$ cat config.mk
export PLATFORM = sky130hd
export DESIGN_NAME = step_response_monitor
export DESIGN_NICKNAME = d
export VERILOG_FILES = /design/src/rtl/step_response_monitor.sv
export SDC_FILE = /design/constraint.sdc
export NUM_CORES = 1
export LEC_CHECK = 0
export BUFFER_PORTS_ARGS = -buffer_cell sky130_fd_sc_hd__buf_2
export CORE_MARGIN = 1.5
export CORE_UTILIZATION = 55
export DETAILED_ROUTE_END_ITERATION = 8
export PLACE_DENSITY = 0.75
export SLEW_MARGIN = 5
export SYNTH_ARGS = -nofsm -noshare
export SYNTH_HDL_FRONTEND = slang
export SYNTH_SLANG_ARGS = --single-unit
$ cat constraint.sdc
create_clock -name clk -period 4.1 [get_ports clk]
set_clock_uncertainty 0.05 [all_clocks]
set_input_delay 0 -clock clk [delete_from_list [all_inputs] [get_ports clk]]
set_output_delay 0 -clock clk [all_outputs]
set_load 0.01 [all_outputs]
$ cat src/rtl/step_response_monitor.sv
// step_response_monitor: measures a filter's step response (peak, settling
// time, timeout) and streams a decimated trace through a small FIFO.
module step_response_monitor #(
    parameter int WIDTH        = 18,
    parameter int DECIM        = 4,
    parameter int SETTLE_COUNT = 16,
    parameter int TIMER_WIDTH  = 24,
    parameter int FIFO_DEPTH   = 8
) (
    input  logic                   clk,
    input  logic                   rst_n,
    input  logic                   start,
    input  logic [WIDTH-1:0]       v_in,
    input  logic [WIDTH-1:0]       target,
    input  logic [WIDTH-1:0]       tol,
    output logic [WIDTH-1:0]       m_data,
    output logic                   m_valid,
    input  logic                   m_ready,
    output logic                   busy,
    output logic                   done,
    output logic                   settled,
    output logic [TIMER_WIDTH-1:0] settle_time,
    output logic [WIDTH-1:0]       peak,
    output logic                   overflow
);
    localparam int CW = $clog2(SETTLE_COUNT + 1);
    localparam int PW = (DECIM > 1) ? $clog2(DECIM) : 1;
    localparam int AW = (FIFO_DEPTH > 1) ? $clog2(FIFO_DEPTH) : 1;
    localparam logic [WIDTH-1:0]       PEAK_INIT = {1'b1, {(WIDTH-1){1'b0}}};
    localparam logic [CW-1:0]          CNT_MAX   = CW'(SETTLE_COUNT);
    localparam logic [PW-1:0]          PH_MAX    = PW'(DECIM - 1);
    localparam logic [AW:0]            FIFO_FULL = (AW+1)'(FIFO_DEPTH);
    localparam logic [TIMER_WIDTH-1:0] RUN_OFS   = TIMER_WIDTH'(SETTLE_COUNT - 1);

    typedef enum logic [1:0] {ST_IDLE = 2'd0, ST_TRACK = 2'd1, ST_DONE = 2'd2} state_t;

    state_t                 r_state, w_state_nxt;
    logic [TIMER_WIDTH-1:0] r_timer, r_settle_time;
    logic [CW-1:0]          r_cnt, w_cnt_nxt;
    logic [PW-1:0]          r_phase;
    logic [WIDTH-1:0]       r_peak;
    logic                   r_settled, r_overflow;
    logic                   w_track, w_arm, w_in_band, w_settle, w_timeout;
    logic                   w_push, w_pop, w_full, w_wr_en;
    logic signed [WIDTH:0]  w_diff, w_abs;
    logic [WIDTH-1:0]       r_mem [FIFO_DEPTH];
    logic [AW-1:0]          r_wr_ptr, r_rd_ptr;
    logic [AW:0]            r_count;

    assign w_track = (r_state == ST_TRACK);
    // start is ignored while tracking; from IDLE or DONE it (re-)arms
    assign w_arm   = start && !w_track;

    // One extra bit keeps v_in - target from wrapping at the code extremes
    assign w_diff    = $signed({v_in[WIDTH-1], v_in}) - $signed({target[WIDTH-1], target});
    assign w_abs     = w_diff[WIDTH] ? -w_diff : w_diff;
    assign w_in_band = ($unsigned(w_abs) <= {1'b0, tol});

    // In-band run length: clears on any out-of-band sample, saturates at the goal
    always_comb begin
        w_cnt_nxt = '0;
        if (w_in_band)
            w_cnt_nxt = (r_cnt >= CNT_MAX) ? CNT_MAX : r_cnt + CW'(1);
    end

    assign w_settle  = w_track && w_in_band && (w_cnt_nxt == CNT_MAX);
    assign w_timeout = w_track && (&r_timer) && !w_settle;
    assign w_push    = w_track && (r_phase == '0);

    // FSM state register
    always_ff @(posedge clk or negedge rst_n) begin
        if (!rst_n) r_state <= ST_IDLE;
        else        r_state <= w_state_nxt;
    end

    // FSM next state; settle wins over timeout because w_timeout excludes it
    always_comb begin
        w_state_nxt = r_state;
        case (r_state)
            ST_IDLE:  if (start) w_state_nxt = ST_TRACK;
            ST_TRACK: if (w_settle || w_timeout) w_state_nxt = ST_DONE;
            ST_DONE:  if (start) w_state_nxt = ST_TRACK;
            default:  w_state_nxt = ST_IDLE;
        endcase
    end

    // FSM outputs
    always_comb begin
        busy = (r_state == ST_TRACK);
        done = (r_state == ST_DONE);
    end

    // Measurement datapath: cleared on arm, updated every tracking cycle
    always_ff @(posedge clk or negedge rst_n) begin
        if (!rst_n) begin
            r_timer       <= '0;
            r_cnt         <= '0;
            r_phase       <= '0;
            r_peak        <= PEAK_INIT;
            r_settled     <= 1'b0;
            r_settle_time <= '0;
        end else if (w_arm) begin
            r_timer       <= '0;
            r_cnt         <= '0;
            r_phase       <= '0;
            r_peak        <= PEAK_INIT;
            r_settled     <= 1'b0;
            r_settle_time <= '0;
        end else if (w_track) begin
            r_timer <= r_timer + TIMER_WIDTH'(1);
            r_cnt   <= w_cnt_nxt;
            r_phase <= (r_phase == PH_MAX) ? '0 : r_phase + PW'(1);
            if ($signed(v_in) > $signed(r_peak))
                r_peak <= v_in;
            if (w_settle) begin
                // report where the final in-band run began, not where it completed
                r_settled     <= 1'b1;
                r_settle_time <= r_timer - RUN_OFS;
            end else if (w_timeout) begin
                r_settled     <= 1'b0;
                r_settle_time <= '1;
            end
        end
    end

    assign settled     = r_settled;
    assign settle_time = r_settle_time;
    assign peak        = r_peak;
    assign overflow    = r_overflow;

    // Trace FIFO; a full FIFO still accepts a push when the head leaves that cycle
    assign m_valid = (r_count != '0);
    assign w_full  = (r_count == FIFO_FULL);
    assign w_pop   = m_valid && m_ready;
    assign w_wr_en = w_push && (!w_full || w_pop);
    assign m_data  = m_valid ? r_mem[r_rd_ptr] : '0;

    // FIFO storage; contents are don't-care until counted valid
    always_ff @(posedge clk) begin
        if (w_wr_en) r_mem[r_wr_ptr] <= v_in;
    end

    // FIFO pointers, occupancy and sticky drop flag
    always_ff @(posedge clk or negedge rst_n) begin
        if (!rst_n) begin
            r_wr_ptr   <= '0;
            r_rd_ptr   <= '0;
            r_count    <= '0;
            r_overflow <= 1'b0;
        end else begin
            if (w_wr_en) r_wr_ptr <= r_wr_ptr + AW'(1);
            if (w_pop)   r_rd_ptr <= r_rd_ptr + AW'(1);
            case ({w_wr_en, w_pop})
                2'b10:   r_count <= r_count + (AW+1)'(1);
                2'b01:   r_count <= r_count - (AW+1)'(1);
                default: r_count <= r_count;
            endcase
            if (w_arm)
                r_overflow <= 1'b0;
            else if (w_push && !w_wr_en)
                r_overflow <= 1'b1;
        end
    end
endmodule

==> out/metrics.yaml <==
status: "finished clean"
io_buffers: 122
remaining_drc_errors: 0
via_count: 9188
grt_pass1_vias: 8985
powerDensity_nw_per_um2: 653.8
initial_core_util: 0.5572
swShare: 0.3775
synth_cell_types: 69
grt.overflow.total: 0
rows: 54
timing.fmax_mhz: 248.1
p_sw_mw: 3.778
firstDrtPassIters: 5
io_pins: 123
yosysWarnings: 0
htreeDepth: 1
hold_violations: 0
synthTopCellsByArea: "edfxtp_1, dfrtp_1, mux4_2, ha_1, nand2_1"
dpl_worst_slack_ns: -0.7623
final_cell_area_sq_um: 15310
netlist_area_sq_um: 12090
antenna_found_initial: 0
gp_congestion: 0.8824
sequentialPowerShare: 0.364
cts_root_buf: "clkbuf_16"
crit_type: "in -> reg"
nets: 1416
grt_pass1_wl_mm: 47.37
setup.worst_path.start_class: "input pin"
netlist_instances: 1016
syn_to_final_growth_pct: 26.68
drt_iter0_drc: 629
rsz0062_at_grt: "yes"
async_flop_share: 0.3766
worst_pin_slew_ns: 0.7742
irDropWorstVdd_v: 0.0004411
power_mw: 10.01
viasPerCell: 5.782
clk_latency_ns: 0.52
clkPwrFrac: 0.208
power_frac_comb: 0.428
syn_avg_cell_area_sq_um: 11.90
post-dp-hpwl_mm: 20.43
cp_max_fo: 11
antennaDiodeCount: 0
cts_buffers: 23
grt_max_degree: 46
fin_tns_setup_ns: 0
cts.path.max_buffers: 3
post-route-period-util: 0.9830
cp.arrival_ns: 4.38
layout_min_cycle_time_ns: 4.030
hold_class: "in -> reg"
fin_ws_ns: 0.06974
cts_sinks: 231
holdWs_ns: 0.2965
detail_route.wl_per_cell_um: 19.10
cts_tree: "done"
clk_pin_slew_ns: 0.07
placed_area_sq_um: 13920
syn-num-nets: 1140
yosysTopAreaCell: "edfxtp_1"
cp.required_ns: 4.45
ys_seq_area_frac: 0.5380
num-fill-cells: 1516
die_w_um: 151.2
drive_gt1_frac: 0.3033
timing.slew.headroom: 0.4799
synth_seq_cells: 231
gr-usage-all-layers: 0.2717
ant_nets: 0
p_leak_nw: 6.699
p_int_mw: 6.232
die_area_sq_um: 22870
end_kind: "register"
die_h_um: 151.2
cap_violations: 0
slew_violations: 0
setup_viol: 0
synth_top_area_share: 0.3578
synth-main-ff-cell: "edfxtp_1"
core_area_sq_um: 21690
synth-edff-count: 144
wl_mm: 30.36
## final cells by class
cell class | count | area, sq um | area share
Clock buffer | 29 | 608.1 | 0.03972
Timing Repair Buffer | 292 | 2082 | 0.1360
Clock inverter | 13 | 135.1 | 0.008826
Inverter | 71 | 279.0 | 0.01822
Tap cell | 280 | 350.3 | 0.02288
Sequential cell | 231 | 6504 | 0.4248
Multi-Input combinational cell | 673 | 5351 | 0.3495
## worst paths after layout
| check | depth (start not counted) | slack (ns) | from | endpoint |
|---|---|---|---|---|
| max | 20 | 0.07 | v_in[17] | settle_time[8]$_DFFE_PN0P_ |
| min in group asynchronous | 4 | 0.50 | rst_n | r_count[0]$_DFFE_PN0P_ |
| max reg2reg | 9 | 1.07 | r_timer[4]$_DFFE_PN0P_ | settle_time[23]$_DFFE_PN0P_ |
| max in group asynchronous | 4 | 2.91 | rst_n | peak[7]$_DFFE_PN0P_ |
| min reg2reg | 1 | 0.45 | settle_time[16]$_DFFE_PN0P_ | settle_time[16]$_DFFE_PN0P_ |
| min | 3 | 0.30 | start | r_phase[1]$_DFFE_PN0P_ |
## cell usage in the layout (no fill, tap or decap), types with 6 or more instances in the layout
cell	netlist	final
o21ai_0	61	58
nor2b_1	8	7
a21o_1	12	12
dfrtp_1	86	85
a21oi_2	0	6
nand2_1	107	104
buf_4	1	138
ha_1	64	63
edfxtp_1	144	144
nor3_1	21	16
a21oi_1	36	30
xnor2_1	22	22
mux2i_1	24	24
inv_1	71	69
and4_1	6	6
mux4_2	36	36
o211ai_1	8	8
o31ai_1	7	6
nand3_1	31	31
buf_2	4	120
o21a_1	9	9
xor2_1	30	30
a221o_1	19	19
nor4_1	10	7
nand2b_1	9	9
nor2_1	63	58
dlygate4sd3_1	0	22
nand4_1	17	17
clkbuf_16	0	24
## state kept, by name, summed over array words and instances, names as in the netlist
| signal | count |
|---|---|
| r_phase | 2 |
| settle_time | 24 |
| overflow | 1 |
| r_mem | 144 |
| r_cnt | 5 |
| r_timer | 24 |
| settled | 1 |
| r_wr_ptr | 3 |
| r_count | 4 |
| r_state | 2 |
| peak | 18 |
| r_rd_ptr | 3 |
## cells in the mapped netlist, types with 5 or more instances
library cell	n
o211ai_1	8
o31ai_1	7
nand2b_1	9
nand4_1	17
o21a_1	9
xor2_1	30
nor2_1	63
clkbuf_1	28
mux2i_1	24
nor4_1	10
nand2_1	107
and4_1	6
xnor2_1	22
dfrtp_1	86
ha_1	64
a221o_1	19
nand3_1	31
nor3_1	21
nor2b_1	8
inv_1	71
a21o_1	12
a211oi_1	5
o21ai_0	61
buf_1	5
edfxtp_1	144
mux4_2	36
a21oi_1	36
## power groups by stage
| stage | Combinational [mW] | Sequential [mW] | Clock, mW |
|---|---|---|---|
| 6_report | 4.28 | 3.64 | 2.09 |
| 5_1_grt | 4.77 | 3.72 | 2.19 |
| 4_1_cts | 4.26 | 3.63 | 2.10 |
| 3_5_place_dp | 4.06 | 3.67 | 0 |
| 3_3_place_gp | 3.95 | 3.64 | 0 |
| 2_1_floorplan | 2.84 | 3.45 | 0 |
## stage by stage
step | utilization | instances
global placement | 0.6420 | 1504
floorplan | - | 1016
CTS | 0.7019 | 1588
global route | 0.7059 | 1589
finish | 0.7059 | 1589
detailed placement | 0.6420 | 1504
## critical path, cell delays in order
cell           delay [ns]
dlygate4sd3_1        0.55
buf_2                0.21
ha_1                 0.41
nor3b_1              0.38
a21oi_1              0.13
bufbuf_16            0.28
a31o_2               0.21
xor2_1               0.14
ha_1                 0.32
a21oi_2              0.13
nor2_1               0.07
a211oi_2             0.22
o21ai_1              0.09
o21ai_2              0.16
nand2_2              0.09
a211oi_4             0.20
buf_4                0.16
o22ai_4              0.09
buf_12               0.20
a221o_1              0.32
## kinds of logic (layout without fill, tap and decap cells)
family,after synthesis,after routing,share of synthesized area
xor+xnor,52,52,0.03768
mux,62,62,0.08883
fa+ha+maj,66,66,0.06957
buf+inv,112,405,0.03738
flops,231,231,0.5380
compound gates,196,196,0.1112
simple gates,297,297,0.1173
## what timing repair did
action,4_1_cts,5_1_grt
endpoints found under the hold margin,215,0
pin swaps,31,8
buffers inserted,16,1
cloned,3,1
setup endpoints to repair,20,31
gates resized for setup,31,19
hold buffers,23,0
## layer usage
metal,track usage,vias to the layer above,part of all wire
met5,0,-,0
met4,0.08107,0,0.026
met3,0.04277,54,0.068
met2,0.4466,327,0.48
met1,0.3735,4472,0.43
li1,-,4335,-
Note: power is estimated with default switching activity, not from simulation.
